**src/rtl/filter2d_ctrl.sv**
```systemverilog
// rtl/filter2d_ctrl.sv - 2D filter job sequencer: coefficient load, engine start/run, memory ownership
module filter2d_ctrl #(
  parameter int AW      = 17,
  parameter int WD      = 8,
  parameter int TIMEOUT = 200000
) (
  input  logic          clk,
  input  logic          reset,
  input  logic          go,
  output logic          busy,
  output logic          done,
  output logic          err,
  input  logic          coef_wr,
  input  logic [3:0]    coef_idx,
  input  logic [WD-1:0] coef_data,
  output logic          h_write,
  output logic [3:0]    h_idx,
  output logic [WD-1:0] h_data,
  output logic          f_start,
  input  logic          f_finish,
  input  logic          f_cs,
  input  logic          f_we,
  input  logic [AW-1:0] f_addr,
  input  logic [WD-1:0] f_wdata,
  input  logic          m_cs,
  input  logic          m_we,
  input  logic [AW-1:0] m_addr,
  input  logic [WD-1:0] m_wdata,
  output logic          m_gnt,
  output logic          mem_cs,
  output logic          mem_we,
  output logic [AW-1:0] mem_addr,
  output logic [WD-1:0] mem_wdata
);

  localparam int CW = $clog2(TIMEOUT + 1);

  typedef enum logic [2:0] {IDLE, LOAD, START, RUN, DONE} state_t;

  state_t        state, state_nx;
  logic [3:0]    lidx;
  logic [CW-1:0] cnt;
  logic          err_q;
  logic [WD-1:0] shadow [9];
  logic          timeout_hit;
  logic          eng_owns;

  assign timeout_hit = (cnt == CW'(TIMEOUT - 1));

  always_ff @(posedge clk) begin
    if (reset) begin
      state <= IDLE;
      lidx  <= '0;
      cnt   <= '0;
      err_q <= 1'b0;
      for (int i = 0; i < 9; i++) shadow[i] <= '0;
    end else begin
      state <= state_nx;
      lidx  <= (state == LOAD) ? lidx + 4'd1 : 4'd0;
      cnt   <= (state == RUN) ? cnt + CW'(1) : '0;
      if (state == IDLE && go)
        err_q <= 1'b0;
      else if (state == RUN && !f_finish && timeout_hit)
        err_q <= 1'b1;
      // Coefficients are only writable while no job is using them
      if (state == IDLE && coef_wr && coef_idx <= 4'd8)
        shadow[coef_idx] <= coef_data;
    end
  end

  always_comb begin
    state_nx = state;
    busy     = 1'b0;
    done     = 1'b0;
    h_write  = 1'b0;
    h_idx    = 4'd0;
    h_data   = '0;
    f_start  = 1'b0;
    eng_owns = 1'b0;
    case (state)
      IDLE:  if (go) state_nx = LOAD;
      LOAD:  begin
        busy    = 1'b1;
        h_write = 1'b1;
        h_idx   = lidx;
        h_data  = shadow[lidx];
        if (lidx == 4'd8) state_nx = START;
      end
      START: begin
        busy     = 1'b1;
        f_start  = 1'b1;
        eng_owns = 1'b1;
        state_nx = RUN;
      end
      RUN:   begin
        busy     = 1'b1;
        eng_owns = 1'b1;
        if (f_finish || timeout_hit) state_nx = DONE;
      end
      DONE:  begin
        busy     = 1'b1;
        done     = 1'b1;
        state_nx = IDLE;
      end
      default: state_nx = IDLE;
    endcase
    // Outputs go quiet and the host regains memory as soon as reset is seen
    if (reset) begin
      busy     = 1'b0;
      done     = 1'b0;
      h_write  = 1'b0;
      h_idx    = 4'd0;
      h_data   = '0;
      f_start  = 1'b0;
      eng_owns = 1'b0;
    end
  end

  assign err       = err_q;
  assign m_gnt     = !eng_owns;
  assign mem_cs    = eng_owns ? f_cs : m_cs;
  assign mem_we    = mem_cs & (eng_owns ? f_we : m_we);
  assign mem_addr  = eng_owns ? f_addr : m_addr;
  assign mem_wdata = eng_owns ? f_wdata : m_wdata;

endmodule

```
**config.mk**
```make
export PLATFORM = sky130hd
export DESIGN_NAME = filter2d_ctrl
export DESIGN_NICKNAME = d
export VERILOG_FILES = /design/src/rtl/filter2d_ctrl.sv
export SDC_FILE = /design/constraint.sdc
export NUM_CORES = 1
export LEC_CHECK = 0
export ABC_AREA = 1
export BUFFER_PORTS_ARGS = -buffer_cell sky130_fd_sc_hd__buf_4
export CAP_MARGIN = 20
export CELL_PAD_IN_SITES_DETAIL_PLACEMENT = 1
export CELL_PAD_IN_SITES_GLOBAL_PLACEMENT = 1
export CORE_MARGIN = 2
export CORE_UTILIZATION = 43
export DETAILED_ROUTE_END_ITERATION = 8
export PLACE_DENSITY = 0.84
export SLEW_MARGIN = 20
export SYNTH_ARGS = -nofsm -noshare
export SYNTH_HDL_FRONTEND = slang
export SYNTH_SLANG_ARGS = --single-unit
export TNS_END_PERCENT = 50
```
**constraint.sdc**
```tcl
create_clock -name clk -period 1.8 [get_ports clk]
set_input_delay 0 -clock clk [delete_from_list [all_inputs] [get_ports clk]]
set_output_delay 0 -clock clk [all_outputs]
set_load 0.02 [all_outputs]
```
==> results of run 1 <==
## worst max-delay path, stage by stage (launching register included)
cell      delay, ps
dfxtp_4         410
clkinv_8         90
buf_12          140
buf_12          140
nand2_2          50
nand3_1          80
nand2_1          90
nand2_1          70
nand2_1         100
inv_2            50
a21oi_2         170
buf_4           170
## flip-flops by register name (all words and copies together), names as in the netlist
| register | flops |
|---|---|
| lidx | 4 |
| shadow | 128 |
| cnt | 18 |
| state | 3 |
| err | 1 |
## final cells by class
class                      instances  area [sq um]  area share [%]
inverter                         138           547            5.35
timing repair buffer             156          1380            13.5
tap                              225           282            2.75
sequential                       154          4370            42.8
clock buffer                      23           458            4.48
timing repair inverter             1          5.00          0.0490
clock inverter                     9           101           0.992
multi-input combinational        659          3070            30.1
## report_power, final
| part | switching, uW | internal [uW] | total (uW) |
|---|---|---|---|
| clock network | 1470 | 2070 | 3530 |
| logic | 793 | 477 | 1270 |
| registers | 75.1 | 4040 | 4120 |
| total | 2340 | 6590 | 8920 |
## logic make-up after synthesis
| kind of cell | after synthesis | synth area share (%) |
|---|---|---|
| DFF | 154 | 57.0 |
| other | 1 | 0.0490 |
| adders and majority gates | 3 | 0.491 |
| and+or+nand+nor | 564 | 30.9 |
| AOI/OAI and AO/OA | 31 | 2.16 |
| buffers and inverters | 169 | 8.78 |
| xor gates and xnor gates | 5 | 0.572 |
## per-stage QoR
step	util (%)	hold slack, ps
final	58.9	11.5
after global routing	58.9	64.8
after CTS	57.2	11.7
after detailed placement	52.1	243
after global placement	52.1	239
after floorplan	-	76.7
## repair_timing
item	in CTS	in global routing
endpoints found under the hold margin	58	0
buffers inserted	1	7
hold buffers	10	0
cloned	2	2
pin swaps	8	23
endpoints found under the setup margin	14	96
gates resized for setup	45	72
## cell usage in the layout, fill, tap and decap left out, types with 2 or more instances in the layout
cell type,synthesis,layout
dlygate4sd3_1,0,10
nand3b_1,2,2
clkbuf_16,0,18
nand2_1,345,318
o21ai_0,8,8
a21oi_1,18,11
dfxtp_2,0,3
clkbuf_1,9,5
nor2_1,107,106
nand4_1,7,7
bufinv_16,0,2
buf_4,2,127
nor2_2,3,2
nand3_1,76,49
buf_6,1,6
clkinv_4,0,3
xnor2_1,2,2
xor2_1,3,3
ha_1,3,3
clkinv_2,0,7
nand3_2,0,27
inv_1,122,116
dfxtp_1,26,22
a21oi_2,1,8
clkinv_1,10,8
buf_12,0,11
nand3_4,3,3
a31oi_1,3,3
nor3_1,6,6
conb_1,1,56
nand2_4,2,3
nor2_4,4,6
nand2_2,7,33
edfxtp_1,128,128
inv_2,6,9
## layer usage
| metal | GRT usage, % | up-vias | part of all wire, % |
|---|---|---|---|
| met5 | 0 | - | 0 |
| met4 | 10.3 | 0 | 2.7 |
| met3 | 7.25 | 65 | 6.4 |
| met2 | 50.8 | 273 | 54 |
| met1 | 27.8 | 3374 | 37 |
| li1 | - | 3254 | - |
## final timing paths
path	start	endpoint	slack (ps)	depth (start not counted)
max	lidx[0]$_SDFF_PN0_	h_data[4]	-210	11
min	go	err$_SDFFE_PP0P_	10	4
max reg2reg	state[2]$_SDFFE_PP0P_	shadow[3][3]$_SDFFCE_PN0P_	80	7
min reg2reg	err$_SDFFE_PP0P_	err$_SDFFE_PP0P_	450	2
==> out/qor_table.md, run 1 <==
| Parameter | Value |
| --- | --- |
| Sum of negative setup slack | -827 ps |
| Syn Inst Count | 927 |
| Die X-Extent | 137 microns |
| Global-route usage over all layers | 26.7% |
| Number of enable flip-flop cells after synthesis | 128 |
| Placed instance area | 9050 sq um |
| DP HPWL | 15.4 mm |
| Total of buffers placed on input and output ports | 115 |
| Clock input transition at the sequential cells of the worst setup and hold paths | 70 ps |
| Critical path class | reg -> out |
| Largest net degree at the start of global routing | 35 |
| Vias/cell | 5.10 |
| Die Area | 18900 sq um |
| Synth-to-Final Area Change | 33.6% |
| Fill count | 2069 |
| Sequential element share of the synthesized area | 57.0% |
| H-tree Lvls | 4 |
| RSZ-0062 raised after global routing | yes |
| Pre-antenna DRT Iters | 5 |
| Largest area contributor in the netlist | edfxtp_1 |
| Final instance area | 10200 sq um |
| Cell area after synthesis | 7650 sq um |
| Placer congestion estimate | 0.819 |
| Chip Height | 137 microns |
| Worst setup slack after layout | -205 ps |
| Number of nets at the end of the flow | 1201 |
| Pwr/cell area | 873 nW/um^2 |
| Number of vias after detailed routing | 6966 |
| Wire per inst | 19.0 microns |
| Core Area | 17400 sq um |
| Final total power | 8920 uW |
| Fraction of layout cells with a size suffix above 1 | 24.1% |
| Number of pins with negative max-slew slack in the final report | 0 |
| Class of the most critical hold timing path | in -> reg |
| First-pass GRT wire length | 37.4 mm |
| Number of maximum-capacitance violations | 0 |
| Via count of the first global-routing pass | 7380 |
| Critical path required time | 1800 ps |
| Yosys reg bits | 154 |
| Iteration-0 DRC Markers | 453 |
| IR drop worst, VDD | 0.629 mV |
| CP Capture Type | output pin |
| Period utilisation layout | 111% |
| Number of top-level design ports | 116 |
| Standby leakage power | 0.00476 uW |
| Top cells by area in the synthesized netlist | edfxtp_1, nand2_1, dfxtp_1 |
| Cell Count Post-Placement | 1314 |
| Max Fclk | 499 MHz |
| Setup Viol. Count Final | 8 |
| Hold violation count in the final report | 0 |
| Placement Rows | 48 |
| Root Driver | clkbuf_16 |
| Clock Skews | 10.4 ps |
| Number of DRC violations after detailed routing | 0 |
| Diode insertion count for antenna repair | 0 |
| Worst setup slack before clock tree synthesis | 56.0 ps |
| Initial core utilization | 44.1% |
| Startpoint type of the worst setup path | flop |
| Violated checks | setup timing |
| Async SR Flop Fraction | 0% |
| TritonCTS Sinks | 154 |
| Most instantiated library cell after synthesis | nand2_1 |
| CTS tree | done |
| Fin cells | 1365 |
| Final critical path time including I/O delays and setup | 2010 ps |
| Leading cell types by count after synthesis | nand2_1, edfxtp_1, inv_1 |
| Buffer levels on the longest clock path | 2 |
| Post-synth top area share | 50.2% |
| Number of distinct library cell variants in the gate-level netlist after synthesis | 32 |
| Status | finished, violations left |
| YS warnings | 0 |
| Number of nets with antenna violations after routing | 0 |
| Worst Path Max Fanout | 8 |
| Number of antenna violations at the first check in global routing | 0 |
| Top_reg_cell synth | edfxtp_1 |
| TritonCTS buffer count | 17 |
| Skew-Pair Late Insertion Delay | 440 ps |
| Sum of overflow across all layers after global routing | 0 |
| Wire length after detailed routing | 25.9 mm |
| Mean area per synthesized cell | 8.25 sq um |
| Arrival time of the worst setup path | 2010 ps |
No activity file was read; power rests on OpenSTA's default activity.
==> inputs of run 2 (changes only) <==
Clock period 1.8 ns to 2.2 ns, I/O delays scaled along.
==> out/qor_table.md, run 2 (synthesis gave the netlist of run 1 again) <==
| Parameter | Value | vs previous |
| --- | --- | --- |
| CTS tree | done |  |
| Worst Path Max Fanout | 17 | +9 |
| Chip Height | 137 microns | unchanged |
| Wire length after detailed routing | 22.0 mm | -15% |
| R2r setup slk | 320 ps | +240 ps |
| Iteration-0 DRC Markers | 241 | -47% |
| Final core utilization | 55.4% | -3.4 points |
| Largest stage delay, worst path | 410 ps | about the same |
| Die X-Extent | 137 microns | unchanged |
| Most frequent cell on the critical path | inv_1 |  |
| Hold violation count in the final report | 0 | unchanged |
| Area taken by flip-flops and latches | 4370 sq um | -0.11% |
| Max Fclk | 487 MHz |  |
| Slowest-stage cell, CP | dfxtp_1 |  |
| Wire per inst | 16.4 microns | -14% |
| Setup Viol. Count Final | 0 | -8 |
| Standby leakage power | 0.00454 uW | -4.5% |
| Number of cells on the worst hold path | 7 | +3 |
| Flip-flop count of the largest register after layout | 128 | unchanged |
| Critical path class | reg -> out |  |
| Total of buffers placed on input and output ports | 115 | unchanged |
| Arrival time of the worst setup path | 2060 ps | +50 ps |
| Largest register by flop count | shadow |  |
| Root Driver | clkbuf_16 |  |
| IR drop worst, VDD | 0.553 mV | -12% |
| CP Capture Type | output pin |  |
| Fill count | 2139 | +3.4% |
| Global-route usage over all layers | 24.7% | -2.0 points |
| Vias/cell | 4.90 | -3.9% |
| Fraction of layout cells with a size suffix above 1 | 16.4% | -7.7 points |
| Number of top-level design ports | 116 | unchanged |
| Pre-antenna DRT Iters | 5 | unchanged |
| Clock Skews | 10.7 ps | +0.270 ps |
| Number of nets at the end of the flow | 1180 | -1.7% |
| Remaining max-slew budget at the tightest pin | 66.5% |  |
| TritonCTS Sinks | 154 | unchanged |
| Final total power | 7000 uW | -22% |
| Highest-count cells in the layout ignoring fill and taps | nand2_1, edfxtp_1, buf_4 |  |
| Number of pins with negative max-slew slack in the final report | 0 | unchanged |
| Number of nets with antenna violations after routing | 0 | unchanged |
| Synth-to-Final Area Change | 25.8% |  |
| CP Buf/Inv Count | 4 | -1 |
| Buffer levels on the longest clock path | 2 | unchanged |
| Initial core utilization | 44.1% | unchanged |
| Final critical path time including I/O delays and setup | 2060 ps |  |
| Placer congestion estimate | 0.808 | -1.3% |
| Placement Rows | 48 | unchanged |
| Sum of overflow across all layers after global routing | 0 | unchanged |
| Count of cells along the worst register-to-register path | 7 | unchanged |
| Via count of the first global-routing pass | 6926 | -6.2% |
| Number of vias after detailed routing | 6589 | -5.4% |
| Cell family with the largest share of critical-path delay | buffers and inverters |  |
| Multi-input gate area in the final layout | 2820 sq um | -8.2% |
| Class of the most critical hold timing path | in -> reg |  |
| Number of antenna violations at the first check in global routing | 0 | unchanged |
| Die Area | 18900 sq um | unchanged |
| Critical path required time | 2200 ps | +400 ps |
| Actual transition at the worst max-transition pin | 500 ps |  |
| Crit-path cells | inv_1 > nor3_2 > inv_1 > nor2_1 > inv_4 > a21oi_1 > buf_4 |  |
| Logic depth of the worst path, buffers included | 7 | -4 |
| Diode insertion count for antenna repair | 0 | unchanged |
| DP HPWL | 15.5 mm | +0.87% |
| Pwr/cell area | 727 nW/um^2 | -17% |
| Most common cell after layout, fill and taps aside | nand2_1 |  |
| H-tree Lvls | 4 | unchanged |
| Startpoint type of the worst setup path | flop |  |
| Number of maximum-capacitance violations | 0 | unchanged |
| Core Area | 17400 sq um | unchanged |
| Skew-Pair Late Insertion Delay | 430 ps | about the same |
| Clock input transition at the sequential cells of the worst setup and hold paths | 60 ps | about the same |
| Period utilisation layout | 93.4% |  |
| Largest net degree at the start of global routing | 68 | +94% |
| TritonCTS buffer count | 17 | unchanged |
| Buffers inserted during post-CTS setup optimization | 0 | -1 |
| Status | completed |  |
| Biggest registers after layout | shadow: 128 flops, cnt: 18 flops, lidx: 4 flops |  |
| Number of DRC violations after detailed routing | 0 | unchanged |
| First-pass GRT wire length | 34.6 mm | -7.4% |
-- run 2: changes by cell type in the layout (fill, tap and decap cells not counted), sizes merged --
cell / before / now
buf: 145 / 126
clkinv: 19 / 14
inv: 126 / 130
bufinv: 2 / 0
clkbuf: 24 / 25
-- run 2: layout make-up --
type                    count  share of cell area [%]
well taps                 225                    2.93
inverters                 138                    5.47
clock buffers              25                    5.38
flip-flops and latches    154                    45.4
repair buffers            136                    11.1
multi-input cells         659                    29.3
clock inverters             7                   0.390
-- run 2: repair_timing --
item,4_1_cts,5_1_grt
gates resized for setup,1,4
hold buffers,10,0
setup endpoints to repair,1,8
hold endpoints to repair,58,0
pin swaps,0,0
-- run 2: worst min-delay path, cell delays in order --
cell and delay [ps]:
buf_4 80, inv_1 50, nand3_1 110, nand2_1 60
inv_1 50, nand2_1 40, inv_1 50
-- run 2: through the flow --
step	setup WS (ps)	instances	instance area [sq um]	TNS [ps]	hold slack (ps)
global placement	450	1302	8960	0	239
finish	145	1344	9620	0	45.4
CTS	4.28	1344	9620	0	29.3
detailed placement	309	1302	8960	0	241
floorplan	608	982	7860	0	76.7
global route	-4.47	1344	9620	-4.47	77.0
-- run 2: worst paths after layout --
| kind | end | start |
|---|---|---|
| min | state[0]$_SDFFE_PP0P_ | go |
| max | h_data[5] | state[0]$_SDFFE_PP0P_ |
| min reg2reg | cnt[0]$_SDFF_PP0_ | cnt[0]$_SDFF_PP0_ |
| max reg2reg | shadow[5][2]$_SDFFCE_PN0P_ | state[2]$_SDFFE_PP0P_ |
-- run 2: power by group --
part           switching (uW)  internal (uW)
clock network            1140           1630
registers                49.2           3310
logic                     557            312
-- run 2: routing by layer --
layer / vias to the layer above / track usage [%] / wire length (microns)
met4: 0 / 7.85 / 397
li1: 3202 / - / -
met5: - / 0 / 0
met1: 3180 / 27.2 / 8730
met2: 174 / 46.3 / 11800
met3: 33 / 6.25 / 1090
==> inputs of run 3 (changes only) <==
Settings changed: PLACE_DENSITY 0.84 to 0.79.
==> out/qor_table.md, run 3 (synthesis gave the netlist of run 1 again) <==
| Parameter | Value | vs previous |
| --- | --- | --- |
| Total of buffers placed on input and output ports | 115 | unchanged |
| Die Area | 18900 sq um | unchanged |
| Final critical path time including I/O delays and setup | 2040 ps | -14.0 ps |
| DP HPWL | 15.5 mm | -0.13% |
| Class of the most critical hold timing path | in -> reg |  |
| Arrival time of the worst setup path | 2040 ps | -20 ps |
| Wire length after detailed routing | 22.1 mm | +0.21% |
| Number of maximum-capacitance violations | 0 | unchanged |
| Final instance area | 9700 sq um | +0.81% |
| Max Fclk | 490 MHz | +0.68% |
| Number of antenna violations at the first check in global routing | 0 | unchanged |
| Buffers inserted during post-CTS setup optimization | 0 | unchanged |
| Setup Viol. Count Final | 0 | unchanged |
| Placer congestion estimate | 0.823 | +1.9% |
| Diode insertion count for antenna repair | 0 | unchanged |
| Standby leakage power | 0.00456 uW | +0.54% |
| Actual transition at the worst max-transition pin | 534 ps | +34.2 ps |
| Clock Skews | 9.70 ps | -0.979 ps |
| Number of nets with antenna violations after routing | 0 | unchanged |
| Final total power | 7420 uW | +6.1% |
| Fraction of layout cells with a size suffix above 1 | 16.6% | +0.12 points |
| Buffer levels on the longest clock path | 2 | unchanged |
| TritonCTS buffer count | 17 | unchanged |
| Hold violation count in the final report | 0 | unchanged |
| RSZ-0062 raised after global routing | no |  |
| Worst Path Max Fanout | 67 | +50 |
| Skew-Pair Late Insertion Delay | 430 ps | about the same |
| H-tree Lvls | 4 | unchanged |
| Most common cell after layout, fill and taps aside | nand2_1 |  |
| Number of vias after detailed routing | 6593 | +0.061% |
| Iteration-0 DRC Markers | 320 | +33% |
| IR drop worst, VDD | 0.515 mV | -6.8% |
| Final core utilization | 55.9% | +0.45 points |
| Number of nets at the end of the flow | 1178 | -0.17% |
| Die X-Extent | 137 microns | unchanged |
| Core Area | 17400 sq um | unchanged |
| Pwr/cell area | 765 nW/um^2 | +5.2% |
| Number of DRC violations after detailed routing | 0 | unchanged |
| Status | completed |  |
| Critical path required time | 2200 ps | about the same |
| Pre-antenna DRT Iters | 5 | unchanged |
| Number of pins with negative max-slew slack in the final report | 0 | unchanged |
| Largest net degree at the start of global routing | 68 | unchanged |
| Largest register by flop count | shadow |  |
| Highest-count cells in the layout ignoring fill and taps | nand2_1, edfxtp_1, inv_1 |  |
| Period utilisation layout | 92.8% | -0.64 points |
| Vias/cell | 4.91 | +0.21% |
| Startpoint type of the worst setup path | flop |  |
| Critical path class | reg -> out |  |
| Number of top-level design ports | 116 | unchanged |
| Via count of the first global-routing pass | 6984 | +0.84% |
| First-pass GRT wire length | 34.8 mm | +0.50% |
| Sum of negative setup slack | 0 ps | unchanged |
| Wire per inst | 16.5 microns | +0.36% |
| Root Driver | clkbuf_16 |  |
| Initial core utilization | 44.1% | unchanged |
| Fill count | 2113 | -1.2% |
| TritonCTS Sinks | 154 | unchanged |
| Chip Height | 137 microns | unchanged |
| Placement Rows | 48 | unchanged |
| Synth-to-Final Area Change | 26.8% |  |
| Global-route usage over all layers | 24.6% | -0.083 points |
| Sum of overflow across all layers after global routing | 0 | unchanged |
| Biggest registers after layout | shadow: 128 flops, cnt: 18 flops, lidx: 4 flops |  |
| Remaining max-slew budget at the tightest pin | 64.3% | -2.1 points |
| CTS tree | done |  |
| Flip-flop count of the largest register after layout | 128 | unchanged |
| Clock input transition at the sequential cells of the worst setup and hold paths | 60 ps | about the same |
| Placed instance area | 8950 sq um | about the same |
| CP Capture Type | output pin |  |
## run 3: final cells by class
cell class	instances	area (sq um)	area share, %
clock buffers	21	470	4.85
clock inverters	11	168	1.73
inverters	138	524	5.40
multi-input cells	659	2820	29.1
flip-flops and latches	154	4370	45.0
well taps	225	282	2.90
repair buffers	134	1070	11.0
## run 3: timing repair
item,4_1_cts,5_1_grt
endpoints found under the setup margin,0,8
hold buffers,10,0
endpoints found under the hold margin,58,0
resized for setup,0,4
## run 3: routing by layer
layer	up-vias	GRT usage [%]	share of wire, %	wire (microns)
li1	3200	-	-	-
met1	3157	28.1	40	8940
met2	203	44.6	52	11500
met3	33	6.88	5.8	1280
met4	0	7.56	1.8	405
met5	-	0	0	0
## run 3: worst paths after layout
kind,slack (ps),to,cells past startpoint,from
setup / recovery,160,h_data[5],8,lidx[0]$_SDFF_PN0_
hold / removal,40,state[0]$_SDFFE_PP0P_,7,go
setup reg to reg,350,shadow[2][4]$_SDFFCE_PN0P_,7,state[2]$_SDFFE_PP0P_
hold reg to reg,440,cnt[0]$_SDFF_PP0_,1,cnt[0]$_SDFF_PP0_
## run 3: per-stage QoR
stage	hold slack, ps	std cells	worst slack (ps)
after CTS	32.0	1342	24.2
final	38.4	1342	159
after global placement	225	1300	473
after global routing	69.7	1342	2.11
after detailed placement	231	1300	348
after floorplan	76.7	982	608
## run 3: power by group
| group | total (uW) | switching [uW] | internal (uW) | leakage [uW] |
|---|---|---|---|---|
| clock network | 3190 | 1200 | 1990 | 0.000309 |
| registers | 3360 | 51.9 | 3310 | 0.00150 |
| logic | 868 | 556 | 312 | 0.00275 |
| total | 7420 | 1810 | 5610 | 0.00456 |
## run 3: worst max-delay path, stage by stage (launching register included)
cell and delay [ps]:
dfxtp_2 370, buf_12 300, nand2_1 100, nand2_1 110, nand2_1 80, nand3_1 90
nand3_1 110, a21oi_1 230, buf_4 190
